`src/rtl/serial_subtractor_n_pkg.sv`:
```
// Shared types and sizing helpers for the serial subtractor.
// State encoding plus step-count and step-counter-width helpers.
package serial_subtractor_n_pkg;

  typedef enum logic [1:0] {
    IDLE = 2'd0,
    RUN  = 2'd1,
    FIN  = 2'd2
  } state_t;

  localparam int DEF_WIDTH = 8;
  localparam int DEF_BPC   = 1;

  function automatic int stepsOf(input int w, input int bpc);
    return w / bpc;
  endfunction

  function automatic int cntWidth(input int w, input int bpc);
    return $clog2(w / bpc) + 1;
  endfunction

endpackage

```
`src/rtl/serial_subtractor_n_if.sv`:
```
// Start/done handshake and operand/result bundle of the subtractor.
// master: start,a,b,bin out; slave: diff,bout,ovf,busy,done out.
interface serial_subtractor_n_if #(
  parameter int WIDTH = 8
);
  logic             start;
  logic [WIDTH-1:0] a;
  logic [WIDTH-1:0] b;
  logic             bin;
  logic [WIDTH-1:0] diff;
  logic             bout;
  logic             ovf;
  logic             busy;
  logic             done;

  modport master (
    output start, a, b, bin,
    input  diff, bout, ovf, busy, done
  );

  modport slave (
    input  start, a, b, bin,
    output diff, bout, ovf, busy, done
  );
endinterface

```
`src/rtl/serial_subtractor_n_full_sub_cell.sv`:
```
// Single-bit full subtractor cell: d = a - b - c.
// Ports: a, b, c (borrow in) in; d (difference), borr (borrow out) out.
module full_sub_cell (
  input  logic a,
  input  logic b,
  input  logic c,
  output logic d,
  output logic borr
);
  assign d    = a ^ b ^ c;
  assign borr = (~a & b) | (~(a ^ b) & c);
endmodule

```
`src/rtl/serial_subtractor_n.sv`:
```
// Multi-cycle WIDTH-bit subtractor, BPC bits per clock, start/done.
// Ports: clk, rst (async high), bus (slave). Macro: SERIAL_SUB_SAT_EN.
module serial_subtractor_n
  import serial_subtractor_n_pkg::*;
#(
  parameter int WIDTH = DEF_WIDTH,
  parameter int BPC   = DEF_BPC
) (
  input  logic                 clk,
  input  logic                 rst,
  serial_subtractor_n_if.slave bus
);

  localparam int STEPS = stepsOf(WIDTH, BPC);
  localparam int CW    = cntWidth(WIDTH, BPC);
  localparam logic [CW-1:0] LAST = CW'(STEPS - 1);

  state_t state, stateNext;
  logic accept;
  logic lastStep;

  logic [WIDTH-1:0] aReg, bReg;
  logic [WIDTH-1:0] diffReg, diffNext;
  logic borrowReg, boutReg, ovfReg;
  logic [CW-1:0] stepCnt;

  logic [BPC-1:0] aSlice, bSlice, dSlice;
  logic [BPC:0]   chain;
  int off;

  always_ff @(posedge clk or posedge rst) begin
    if (rst) state <= IDLE;
    else     state <= stateNext;
  end

  always_comb begin
    stateNext = state;
    accept    = 1'b0;
    unique case (state)
      IDLE: begin
        if (bus.start) begin
          accept    = 1'b1;
          stateNext = RUN;
        end
      end
      RUN: begin
        if (lastStep) stateNext = FIN;
      end
      FIN: begin
        if (bus.start) begin
          accept    = 1'b1;
          stateNext = RUN;
        end else begin
          stateNext = IDLE;
        end
      end
      default: stateNext = IDLE;
    endcase
  end

  assign lastStep = (state == RUN) && (stepCnt == LAST);

  // Outside RUN the counter may sit at STEPS; pin the slice to 0.
  always_comb begin
    off    = (state == RUN) ? int'(stepCnt) * BPC : 0;
    aSlice = aReg[off +: BPC];
    bSlice = bReg[off +: BPC];
  end

  assign chain[0] = borrowReg;

  for (genvar i = 0; i < BPC; i++) begin : gCell
    full_sub_cell uCell (
      .a    (aSlice[i]),
      .b    (bSlice[i]),
      .c    (chain[i]),
      .d    (dSlice[i]),
      .borr (chain[i+1])
    );
  end

  always_comb begin
    diffNext = diffReg;
    diffNext[off +: BPC] = dSlice;
`ifdef SERIAL_SUB_SAT_EN
    // Clamp toward the sign of the minuend on signed overflow.
    if (lastStep && (chain[BPC-1] ^ chain[BPC])) begin
      diffNext = aReg[WIDTH-1] ?
        {1'b1, {(WIDTH-1){1'b0}}} :
        {1'b0, {(WIDTH-1){1'b1}}};
    end
`endif
  end

  always_ff @(posedge clk or posedge rst) begin
    if (rst) begin
      aReg      <= '0;
      bReg      <= '0;
      borrowReg <= 1'b0;
      stepCnt   <= '0;
      diffReg   <= '0;
      boutReg   <= 1'b0;
      ovfReg    <= 1'b0;
    end else if (accept) begin
      aReg      <= bus.a;
      bReg      <= bus.b;
      borrowReg <= bus.bin;
      stepCnt   <= '0;
      diffReg   <= '0;
      boutReg   <= 1'b0;
      ovfReg    <= 1'b0;
    end else if (state == RUN) begin
      diffReg   <= diffNext;
      borrowReg <= chain[BPC];
      stepCnt   <= stepCnt + CW'(1);
      if (lastStep) begin
        boutReg <= chain[BPC];
        ovfReg  <= chain[BPC-1] ^ chain[BPC];
      end
    end
  end

  assign bus.diff = diffReg;
  assign bus.bout = boutReg;
  assign bus.ovf  = ovfReg;
  assign bus.busy = (state == RUN);
  assign bus.done = (state == FIN);

endmodule

```
`src/flat_wrapper.sv`:
```
// flat-port wrapper written by rule: the top's interface ports become plain ports
module serial_subtractor_n_flat import serial_subtractor_n_pkg::*;
#(
  parameter int WIDTH = DEF_WIDTH,
  parameter int BPC   = DEF_BPC
)
  (clk, rst, bus_start, bus_a, bus_b, bus_bin, bus_diff, bus_bout, bus_ovf, bus_busy, bus_done);
  serial_subtractor_n_if #(.WIDTH(WIDTH)) bus_i ();
  input  logic clk;
  input  logic rst;
  input wire logic [$bits(bus_i.start)-1:0] bus_start;
  input wire logic [$bits(bus_i.a)-1:0] bus_a;
  input wire logic [$bits(bus_i.b)-1:0] bus_b;
  input wire logic [$bits(bus_i.bin)-1:0] bus_bin;
  output wire logic [$bits(bus_i.diff)-1:0] bus_diff;
  output wire logic [$bits(bus_i.bout)-1:0] bus_bout;
  output wire logic [$bits(bus_i.ovf)-1:0] bus_ovf;
  output wire logic [$bits(bus_i.busy)-1:0] bus_busy;
  output wire logic [$bits(bus_i.done)-1:0] bus_done;
  assign bus_i.start = bus_start;
  assign bus_i.a = bus_a;
  assign bus_i.b = bus_b;
  assign bus_i.bin = bus_bin;
  assign bus_diff = bus_i.diff;
  assign bus_bout = bus_i.bout;
  assign bus_ovf = bus_i.ovf;
  assign bus_busy = bus_i.busy;
  assign bus_done = bus_i.done;
  serial_subtractor_n #(.WIDTH(WIDTH), .BPC(BPC)) u_core (.clk(clk), .rst(rst), .bus(bus_i));
endmodule
```
`config.mk`:
```
export PLATFORM = sky130hd
export DESIGN_NAME = serial_subtractor_n_flat
export DESIGN_NICKNAME = d
export VERILOG_FILES = /design/src/rtl/serial_subtractor_n_pkg.sv /design/src/rtl/serial_subtractor_n_if.sv /design/src/rtl/serial_subtractor_n_full_sub_cell.sv /design/src/rtl/serial_subtractor_n.sv /design/src/flat_wrapper.sv
export SDC_FILE = /design/constraint.sdc
export NUM_CORES = 1
export LEC_CHECK = 0
export CAP_MARGIN = 5
export CORE_MARGIN = 2
export CORE_UTILIZATION = 55
export CTS_CLUSTER_SIZE = 24
export DETAILED_ROUTE_END_ITERATION = 8
export PLACE_DENSITY_LB_ADDON = 0.25
export RECOVER_POWER = 25
export SETUP_SLACK_MARGIN = 0.15
export SLEW_MARGIN = 20
export SYNTH_ARGS = -nofsm -noshare
export SYNTH_HDL_FRONTEND = slang
export SYNTH_SLANG_ARGS = --single-unit
```
`constraint.sdc`:
```
create_clock -name clk -period 5.1 [get_ports clk]
set_input_delay 1.275 -clock clk [delete_from_list [all_inputs] [get_ports clk]]
set_output_delay 1.275 -clock clk [all_outputs]
set_load 0.005 [all_outputs]
```
==> impl_metrics.tcl, run 1 <==
set metrics [dict create \
    status "complete, but fails checks" \
    violations "capacitance limit, slew limit" \
    holdWs_ns 0.481 \
    die_w_um 60.2 \
    tritoncts "built" \
    skew_ns 0.00320 \
    place_ws_ns 2.12 \
    reg2reg_slack_ns 2.51 \
    place_area_mm2 0.00206 \
    first_iter_violations 55 \
    dpl.cell_count 261 \
    worst_setup_path_start_kind "flip-flop" \
    antenna_found_initial 0 \
    track_usage_pct 23.1 \
    path_buf_inv 2 \
    die_area_mm2 0.00362 \
    slew_headroom_pct -18.9 \
    nNetsFinal 249 \
    slowest_stage "clkdlybuf4s50_1" \
    p_per_area_mw_per_mm2 622 \
    grt-ovfl-total 0 \
    ios 32 \
    ctsHtreeMaxLevel 2 \
    hold_start "u_core.bReg[1]" \
    worstReg2RegEnd "u_core.bus.diff[6]" \
    via_per_inst 5.35 \
    cts_buffers 5 \
    p_sw_share_pct 43.2 \
    holdPathEnd "u_core.bReg[1]" \
    port_buffers 31 \
    syn_nets 222 \
    cts_sinks 33 \
    finalSetupViolCount 0 \
    fin_ws_ns 2.04 \
    rr_startpoint "u_core.stepCnt[0]" \
    setup_tns_ns 0 \
    p_int_uw 744 \
    avgRoutedWirePerCell_um 13.3 \
    fin_crit_ns 3.06 \
    synth-edff-count 0 \
    yosys_warnings 0 \
    antenna_cells 0 \
    crit_required_ns 3.83 \
    initial_core_util_pct 57.3 \
    path_clk_slew_ns 0.09 \
    power_frac_clock_pct 10.6 \
    avgSynthCellArea_um2 8.80 \
    ctsResizeCount 0 \
    power.leakage_nw 0.977 \
    cp-end-kind "primary output" \
    reg2reg_depth 6 \
    drt-total-wl_um 3590 \
    final-max-slew-violation-count 34 \
    crit_type "flip-flop to primary output" \
    cts_hold_buf 0 \
    rsz0062_at_grt "no" \
    fillCellCount 248 \
    hpwl_um 2610 \
    stdcell_count 269 \
    synth-async-reset-ratio_pct 100 \
    p_comb_share_pct 52.0 \
    fin_crit_sh_pct 60.1 \
    fmax_mhz 326 \
    synth_cell_types 37 \
    drive_above_1_share_pct 4.00 \
    power_switching_uw 565 \
    critPathMaxFanout 18 \
    grt_pass1_wl_um 6240 \
    dr.pass1.iters 5 \
    grt_pass1_vias 1417 \
    ys_ff_latch 33 \
    final_cell_area_mm2 0.00210 \
    hp-class "flip-flop to flip-flop" \
    gp_congestion 0.814 \
    path_delay_family "buffers and inverters" \
    die_h_um 60.2 \
    synth_area_mm2 0.00173 \
    clock_latency_ns 0.33 \
    seq_power_share_pct 37.3 \
    cts_setup_buffers 0 \
    yosysSeqAreaShare_pct 47.6 \
    hold_depth 2 \
    worstMarginPinSlew_ns 1.78 \
    syn_inst 197 \
    total_power_mw 1.31 \
    drtAntennaViolNets 0 \
    route.detailed.drc 0 \
    num_vias 1440 \
    cts_buffer_depth 2 \
    clock-root-buffer "clkbuf_4" \
    synthFlopType "dfrtp_1" \
    coreArea_mm2 0.00303 \
    critical_path_arrival_ns 1.79 \
    crit_chain "nand2b_4 > inv_2 > clkdlybuf4s50_1" \
    grt_start_max_net_pins 34 \
    rows 20 \
    maxCapViolations 1 \
    ir_drop_mv 0.263 \
    utilization_pct 69.5 \
    crit_path_max_incr_delay_ns 0.56 \
    area_delta_synth_final_pct 21.3 \
    hold_viol 0 \
]
registers in the layout, summed over array words and instances (netlist names):
signal / cells
u_core.aReg: 8
u_core.bus.bout: 1
u_core.stepCnt: 4
u_core.bus.diff: 8
u_core.bus.ovf: 1
u_core.bReg: 8
u_core.state: 2
u_core.borrowReg: 1
worst reg2reg max path: stages (launching register included):
cell	delay [ns]
dfrtp_1	0.81
mux2i_1	0.30
a31oi_1	0.10
a32oi_1	0.23
fa_1	0.49
or3_1	0.43
mux2i_1	0.16
metal layers:
layer / GRT usage, % / routed length (um)
met2: 39.6 / 1940
met3: 5.84 / 127
met4: 8.57 / 58
met1: 27.9 / 1460
met5: 0 / 0
worst max path at each step:
stage	end	cells past startpoint	startpoint
after floorplan	u_core.bus.diff[2]	8	u_core.stepCnt[0]
after global placement	u_core.stepCnt[2]	5	bus_start
after detailed placement	u_core.stepCnt[2]	5	bus_start
after CTS	bus_busy	3	u_core.state[1]
after global routing	u_core.aReg[2]	3	rst
final	bus_busy	3	u_core.state[1]
placed cells by master, fill, tap and decap left out, drive strengths merged, types with 3 or more instances in the layout:
| cell | Yosys | layout |
|---|---|---|
| nand3 | 3 | 3 |
| ha | 4 | 4 |
| nor2 | 5 | 5 |
| o21ai | 11 | 11 |
| nand2 | 68 | 68 |
| nand2b | 4 | 4 |
| clkbuf | 8 | 9 |
| inv | 6 | 6 |
| nand4 | 3 | 3 |
| mux2i | 12 | 12 |
| o22ai | 3 | 3 |
| a31oi | 3 | 3 |
| a21oi | 4 | 4 |
| clkdlybuf4s50 | 0 | 30 |
| nor4 | 3 | 3 |
| dfrtp | 33 | 33 |
area by class of cell:
cell class | count | area, um^2 | share of cell area (%)
Sequential cell | 33 | 826 | 39.3
Clock buffer | 8 | 48.8 | 2.32
Inverter | 6 | 22.5 | 1.07
Tap cell | 44 | 55.1 | 2.62
Timing Repair Buffer | 32 | 314 | 14.9
Multi-Input combinational cell | 146 | 837 | 39.8
synthesized netlist by cell type (all sizes together), types with 2 or more instances:
cell type / instances / area (um^2)
or3: 2 / 12.5
nor3b: 2 / 15.0
o22ai: 3 / 18.8
buf: 4 / 18.8
clkbuf: 8 / 30.0
a31oi: 3 / 18.8
nand3: 3 / 15.0
and2b: 2 / 15.0
o21ai: 11 / 55.1
inv: 6 / 22.5
mux2i: 12 / 120
dfrtp: 33 / 826
nor4b: 2 / 23.8
a21oi: 4 / 20.0
nand3b: 2 / 15.0
nand4: 3 / 18.8
nor3: 2 / 10.0
nand2b: 4 / 32.5
nand2: 68 / 255
ha: 4 / 50.1
nor2: 5 / 18.8
nor4: 3 / 18.8
power groups by stage:
stage	clock network [mW]	registers (mW)	logic, mW
2_1_floorplan	0	0.436	0.535
3_3_place_gp	0	0.487	0.649
3_5_place_dp	0	0.495	0.679
4_1_cts	0.142	0.488	0.682
5_1_grt	0.156	0.509	0.769
6_report	0.139	0.489	0.681
kinds of logic after synthesis:
group / synth area share [%]
compound gates: 8.95
flops: 47.6
buf+inv: 4.11
mux: 6.93
simple gates: 27.8
xor+xnor: 0.505
fa+ha+maj: 4.04
No activity file was read; power rests on OpenSTA's default activity.
==> run 2: changes to the inputs <==
--- a/config.mk
+++ b/config.mk
@@ -7,7 +7,7 @@
 export LEC_CHECK = 0
 export CAP_MARGIN = 5
 export CORE_MARGIN = 2
-export CORE_UTILIZATION = 55
+export CORE_UTILIZATION = 51
 export CTS_CLUSTER_SIZE = 24
 export DETAILED_ROUTE_END_ITERATION = 8
 export PLACE_DENSITY_LB_ADDON = 0.25
==> constraint.sdc (replaced) <==
create_clock -name clk -period 3 [get_ports clk]
set_input_delay 0.75 -clock clk [delete_from_list [all_inputs] [get_ports clk]]
set_output_delay 0.75 -clock clk [all_outputs]
set_load 0.005 [all_outputs]
==> run 2 against run 1 <==
Net effect: the flow still finishes with violations (capacitance limit, slew limit); final cell count grew 1.1%; clock-buffer cell count is 1 lower; sequential cell count did not move; routed wire length is 1.6% higher; critical path depth grew 3; core utilization is 5.0 points lower; global-route usage down 2.2 points; largest power group unchanged.
==> impl_metrics.tcl, run 2 (synthesis results as in run 1) <==
set metrics [dict create \
    status "complete, but fails checks" \
    violations "capacitance limit, slew limit" \
    ios 32 \
    cts_sinks 33 \
    clock-root-buffer "clkbuf_4" \
    p_sw_share_pct 42.5 \
    crit_type "flip-flop to flip-flop" \
    path_buf_inv 0 \
    crit_path_max_incr_delay_ns 0.78 \
    drtAntennaViolNets 0 \
    fin_crit_sh_pct 86.0 \
    worst_setup_path_start_kind "flip-flop" \
    via_per_inst 5.31 \
    total_power_mw 2.28 \
    power.leakage_nw 0.997 \
    cp.depth 6 \
    finalSetupViolCount 0 \
    first_iter_violations 65 \
    power_frac_clock_pct 12.3 \
    clock_latency_ns 0.33 \
    layout_common_cells "nand2_1, dfrtp_1, clkdlybuf4s50_1" \
    setup_tns_ns 0 \
    power_switching_uw 967 \
    hp-class "flip-flop to flip-flop" \
    die_h_um 62.3 \
    hold_depth 2 \
    grt_pass1_vias 1469 \
    die_area_mm2 0.00388 \
    grt-ovfl-total 0 \
    skew_ns 0.0168 \
    cts_setup_buffers 0 \
    gp_congestion 0.849 \
    p_per_area_mw_per_mm2 1070 \
    path_delay_family "flip-flops" \
    coreArea_mm2 0.00331 \
    cts_buffers 5 \
    fin_crit_ns 2.58 \
    drt-total-wl_um 3640 \
    critical_path_arrival_ns 2.83 \
    grt_pass1_wl_um 6420 \
    reg2reg_depth 6 \
    seq_power_share_pct 36.5 \
    die_w_um 62.3 \
    port_buffers 31 \
    antenna_cells 0 \
    cp-end-kind "flip-flop" \
    place_ws_ns 0.426 \
    critPathMostFrequentCell "mux2i_1" \
    p_comb_share_pct 51.2 \
    ir_drop_mv 0.462 \
    fmax_mhz 387 \
    p_int_mw 1.31 \
    fin_ws_ns 0.419 \
    nNetsFinal 250 \
    num_vias 1444 \
    route.detailed.drc 0 \
    ctsResizeCount 0 \
    cts_hold_buf 0 \
    crit_required_ns 3.25 \
    worstMarginPinSlew_ns 1.73 \
    slew_headroom_pct -15.6 \
    ctsHtreeMaxLevel 2 \
    slowest_stage "dfrtp_1" \
    layout_commonest_cell "nand2_1" \
    initial_core_util_pct 52.4 \
    path_clk_slew_ns 0.11 \
    hold_viol 0 \
    maxCapViolations 1 \
    area_delta_synth_final_pct 23.1 \
    cts_buffer_depth 2 \
    antenna_found_initial 0 \
    track_usage_pct 20.9 \
    avgRoutedWirePerCell_um 13.4 \
    crit_chain "mux2i_1 > nand3_1 > a32oi_1 > fa_1 > or3_1 > mux2i_1" \
    rsz0062_at_grt "no" \
    grt_start_max_net_pins 34 \
    critPathMaxFanout 22 \
    tritoncts "built" \
    hpwl_um 2710 \
    drive_above_1_share_pct 5.75 \
    dr.pass1.iters 4 \
    rows 21 \
    final-max-slew-violation-count 34 \
]
==> run 2: path summary, 6_finish.rpt <==
kind | start | end | slack, ns
max in group asynchronous | rst | u_core.aReg[3] | 0.54
max | u_core.stepCnt[0] | u_core.bus.diff[4] | 0.42
max reg2reg | u_core.stepCnt[0] | u_core.bus.diff[4] | 0.42
min in group asynchronous | rst | u_core.stepCnt[0] | 1.46
min reg2reg | u_core.bReg[1] | u_core.bReg[1] | 0.49
min | u_core.bReg[1] | u_core.bReg[1] | 0.49
==> run 2: final cells by class <==
cell class,count,area [um^2]
Sequential cell,33,826
Inverter,6,22.5
Clock buffer,7,65.1
Timing Repair Buffer,33,322
Clock inverter,1,5.00
Multi-Input combinational cell,146,837
Fill cell,282,1180
Tap cell,46,57.6
==> run 2: power groups by stage <==
| stage | Sequential [mW] | Combinational [mW] | Clock [mW] |
|---|---|---|---|
| 6_report | 0.831 | 1.16 | 0.280 |
| 5_1_grt | 0.860 | 1.32 | 0.310 |
| 4_1_cts | 0.828 | 1.17 | 0.286 |
| 3_5_place_dp | 0.839 | 1.16 | 0 |
| 3_3_place_gp | 0.827 | 1.12 | 0 |
| 2_1_floorplan | 0.741 | 0.910 | 0 |
==> run 2: tightest hold or removal path, stage by stage, from the launching register on <==
cell,delay [ns]
dfrtp_1,0.35
nand2_1,0.06
nand2_1,0.06
==> run 2: per-stage QoR <==
step | utilization [%] | hold slack [ns] | instance area, um^2 | instances
final | 64.5 | 0.486 | 2130 | 272
after global routing | 64.5 | 0.518 | 2130 | 272
after CTS | 64.6 | 0.490 | 2140 | 272
after detailed placement | 62.5 | 0.468 | 2070 | 264
after global placement | 62.5 | 0.462 | 2070 | 264
after floorplan | - | 0.437 | 1730 | 197
==> run 2: metal layers <==
metal | vias up | GRT usage [%] | routed length (um)
met1 | 687 | 23.2 | 1470
li1 | 720 | - | -
met3 | 7 | 5.62 | 128
met4 | 0 | 5.83 | 56
met2 | 30 | 39.1 | 1990
met5 | - | 0 | 0
==> run 3: changes to the inputs <==
--- a/config.mk
+++ b/config.mk
@@ -6,7 +6,6 @@
 export NUM_CORES = 1
 export LEC_CHECK = 0
 export CAP_MARGIN = 5
-export CORE_MARGIN = 2
 export CORE_UTILIZATION = 51
 export CTS_CLUSTER_SIZE = 24
 export DETAILED_ROUTE_END_ITERATION = 8
==> run 3 against run 2 <==
Net effect: the run still ends with capacitance limit, slew limit left; setup slack worse by 0.025 ns; routed wire length shrank 0.80%; critical endpoint unchanged; highest routed layer unchanged; combinational power about the same; sequential share of layout area up 0.32 points; clock power decreased by 12%; hold slack got worse by 0.0060 ns.
==> impl_metrics.tcl, run 3 (synthesis results as in run 1) <==
set metrics [dict create \
    status "complete, but fails checks" \
    violations "capacitance limit, slew limit" \
    finalSetupViolCount 0 \
    crit_required_ns 3.26 \
    cts_buffers 5 \
    rr_startpoint "u_core.stepCnt[0]" \
    cp.depth 6 \
    drt-total-wl_um 3620 \
    slowest_stage "dfrtp_1" \
    cts_sinks 33 \
    path_buf_inv 0 \
    final_cell_area_mm2 0.00212 \
    layout_commonest_cell "nand2_1" \
    via_per_inst 5.41 \
    multiInputGateArea_um2 837 \
    die_w_um 60.3 \
    power_frac_clock_pct 11.0 \
    reg2reg_depth 6 \
    grt_pass1_wl_um 6150 \
    avgRoutedWirePerCell_um 13.4 \
    initial_core_util_pct 55.4 \
    antenna_found_initial 0 \
    crit_path_max_incr_delay_ns 0.78 \
    seqCellArea_um2 826 \
    crit_type "flip-flop to flip-flop" \
    maxCapViolations 1 \
    seq_power_share_pct 36.8 \
    cp-endpoint "u_core.bus.diff[4]" \
    crit_chain "mux2i_1 > a31oi_1 > a32o_1 > fa_1 > or3_1 > mux2i_1" \
    p_comb_share_pct 52.2 \
    cp-end-kind "flip-flop" \
    ios 32 \
    place_area_mm2 0.00207 \
    worst_setup_path_start_kind "flip-flop" \
    hpwl_um 2630 \
    num_vias 1454 \
    critPathMostFrequentCell "mux2i_1" \
    grt_pass1_vias 1369 \
    hold_viol 0 \
    route.detailed.drc 0 \
    gp_congestion 0.828 \
    slew_headroom_pct -13.4 \
    critical_path_arrival_ns 2.87 \
    path_delay_family "flip-flops" \
    clock-root-buffer "clkbuf_4" \
    dr.pass1.iters 4 \
    worstMarginPinSlew_ns 1.70 \
    nNetsFinal 250 \
    total_power_mw 2.25 \
    reg2reg_slack_ns 0.39 \
    power_switching_uw 960 \
    coreArea_mm2 0.00313 \
    path_clk_slew_ns 0.09 \
    fillCellCount 255 \
    p_int_mw 1.29 \
    rsz0062_at_grt "no" \
    fin_crit_sh_pct 86.9 \
    cts_hold_buf 0 \
    layout_common_cells "nand2_1, dfrtp_1, clkdlybuf4s50_1" \
    worstReg2RegEnd "u_core.bus.diff[4]" \
    p_per_area_mw_per_mm2 1060 \
    drive_above_1_share_pct 4.89 \
    utilization_pct 67.7 \
    ctsHtreeMaxLevel 2 \
    final-max-slew-violation-count 34 \
    die_h_um 60.3 \
    power.leakage_nw 0.987 \
    p_sw_share_pct 42.8 \
    dpl.cell_count 262 \
    ctsResizeCount 0 \
    grt-ovfl-total 0 \
    drtAntennaViolNets 0 \
    port_buffers 31 \
    critPathMaxFanout 22 \
    fin_crit_ns 2.61 \
    track_usage_pct 23.2 \
    crit_path_start "u_core.stepCnt[0]" \
    setup_tns_ns 0 \
    stdcell_count 269 \
    area_delta_synth_final_pct 22.1 \
    cts_setup_buffers 0 \
    hp-class "flip-flop to flip-flop" \
    cts_buffer_depth 2 \
    clock_latency_ns 0.33 \
    ir_drop_mv 0.465 \
    first_iter_violations 48 \
    rows 20 \
    skew_ns 0.00599 \
    die_area_mm2 0.00364 \
    grt_start_max_net_pins 34 \
    antenna_cells 0 \
    fmax_mhz 384 \
    tritoncts "built" \
]
[run 3: tightest hold or removal path, cell delays in order, from the launching register on]
cell     delay, ns
dfrtp_1       0.35
nand2_1       0.05
nand2_1       0.05
[run 3: power by group through the flow]
| stage | clock network [mW] | registers [mW] | logic (mW) |
|---|---|---|---|
| floorplan | 0 | 0.741 | 0.910 |
| detailed placement | 0 | 0.838 | 1.17 |
| CTS | 0.255 | 0.827 | 1.18 |
| global placement | 0 | 0.827 | 1.11 |
| global route | 0.274 | 0.862 | 1.32 |
| finish | 0.247 | 0.827 | 1.17 |
[run 3: layout make-up]
type                            count  share of cell area [%]
Sequential cell                    33                    39.0
Multi-Input combinational cell    146                    39.5
Tap cell                           44                    2.60
Clock buffer                        7                    2.60
Timing Repair Buffer               33                    15.2
Inverter                            6                    1.06
[run 3: metal layers]
layer	share of wire, %	up-vias	track usage [%]
met5	0	-	0
met2	52	38	39.7
li1	-	714	-
met3	4.1	9	6.06
met1	41	693	27.5
met4	2.4	0	9.30
[run 3: worst min path at each step]
stage | slack, ns | startpoint | cells past startpoint | end
after floorplan | 0.44 | u_core.aReg[1] | 2 | u_core.aReg[1]
after global placement | 0.46 | u_core.aReg[1] | 2 | u_core.aReg[1]
after detailed placement | 0.46 | u_core.aReg[1] | 2 | u_core.aReg[1]
after CTS | 0.48 | u_core.aReg[1] | 2 | u_core.aReg[1]
after global routing | 0.51 | u_core.aReg[6] | 2 | u_core.aReg[6]
final | 0.48 | u_core.aReg[1] | 2 | u_core.aReg[1]
[run 3: per-stage QoR]
stage / hold WS, ns / worst slack (ns)
after floorplan: 0.437 / 0.585
after detailed placement: 0.459 / 0.429
after global placement: 0.458 / 0.562
after global routing: 0.508 / 0.181
final: 0.480 / 0.394
after CTS: 0.482 / 0.400
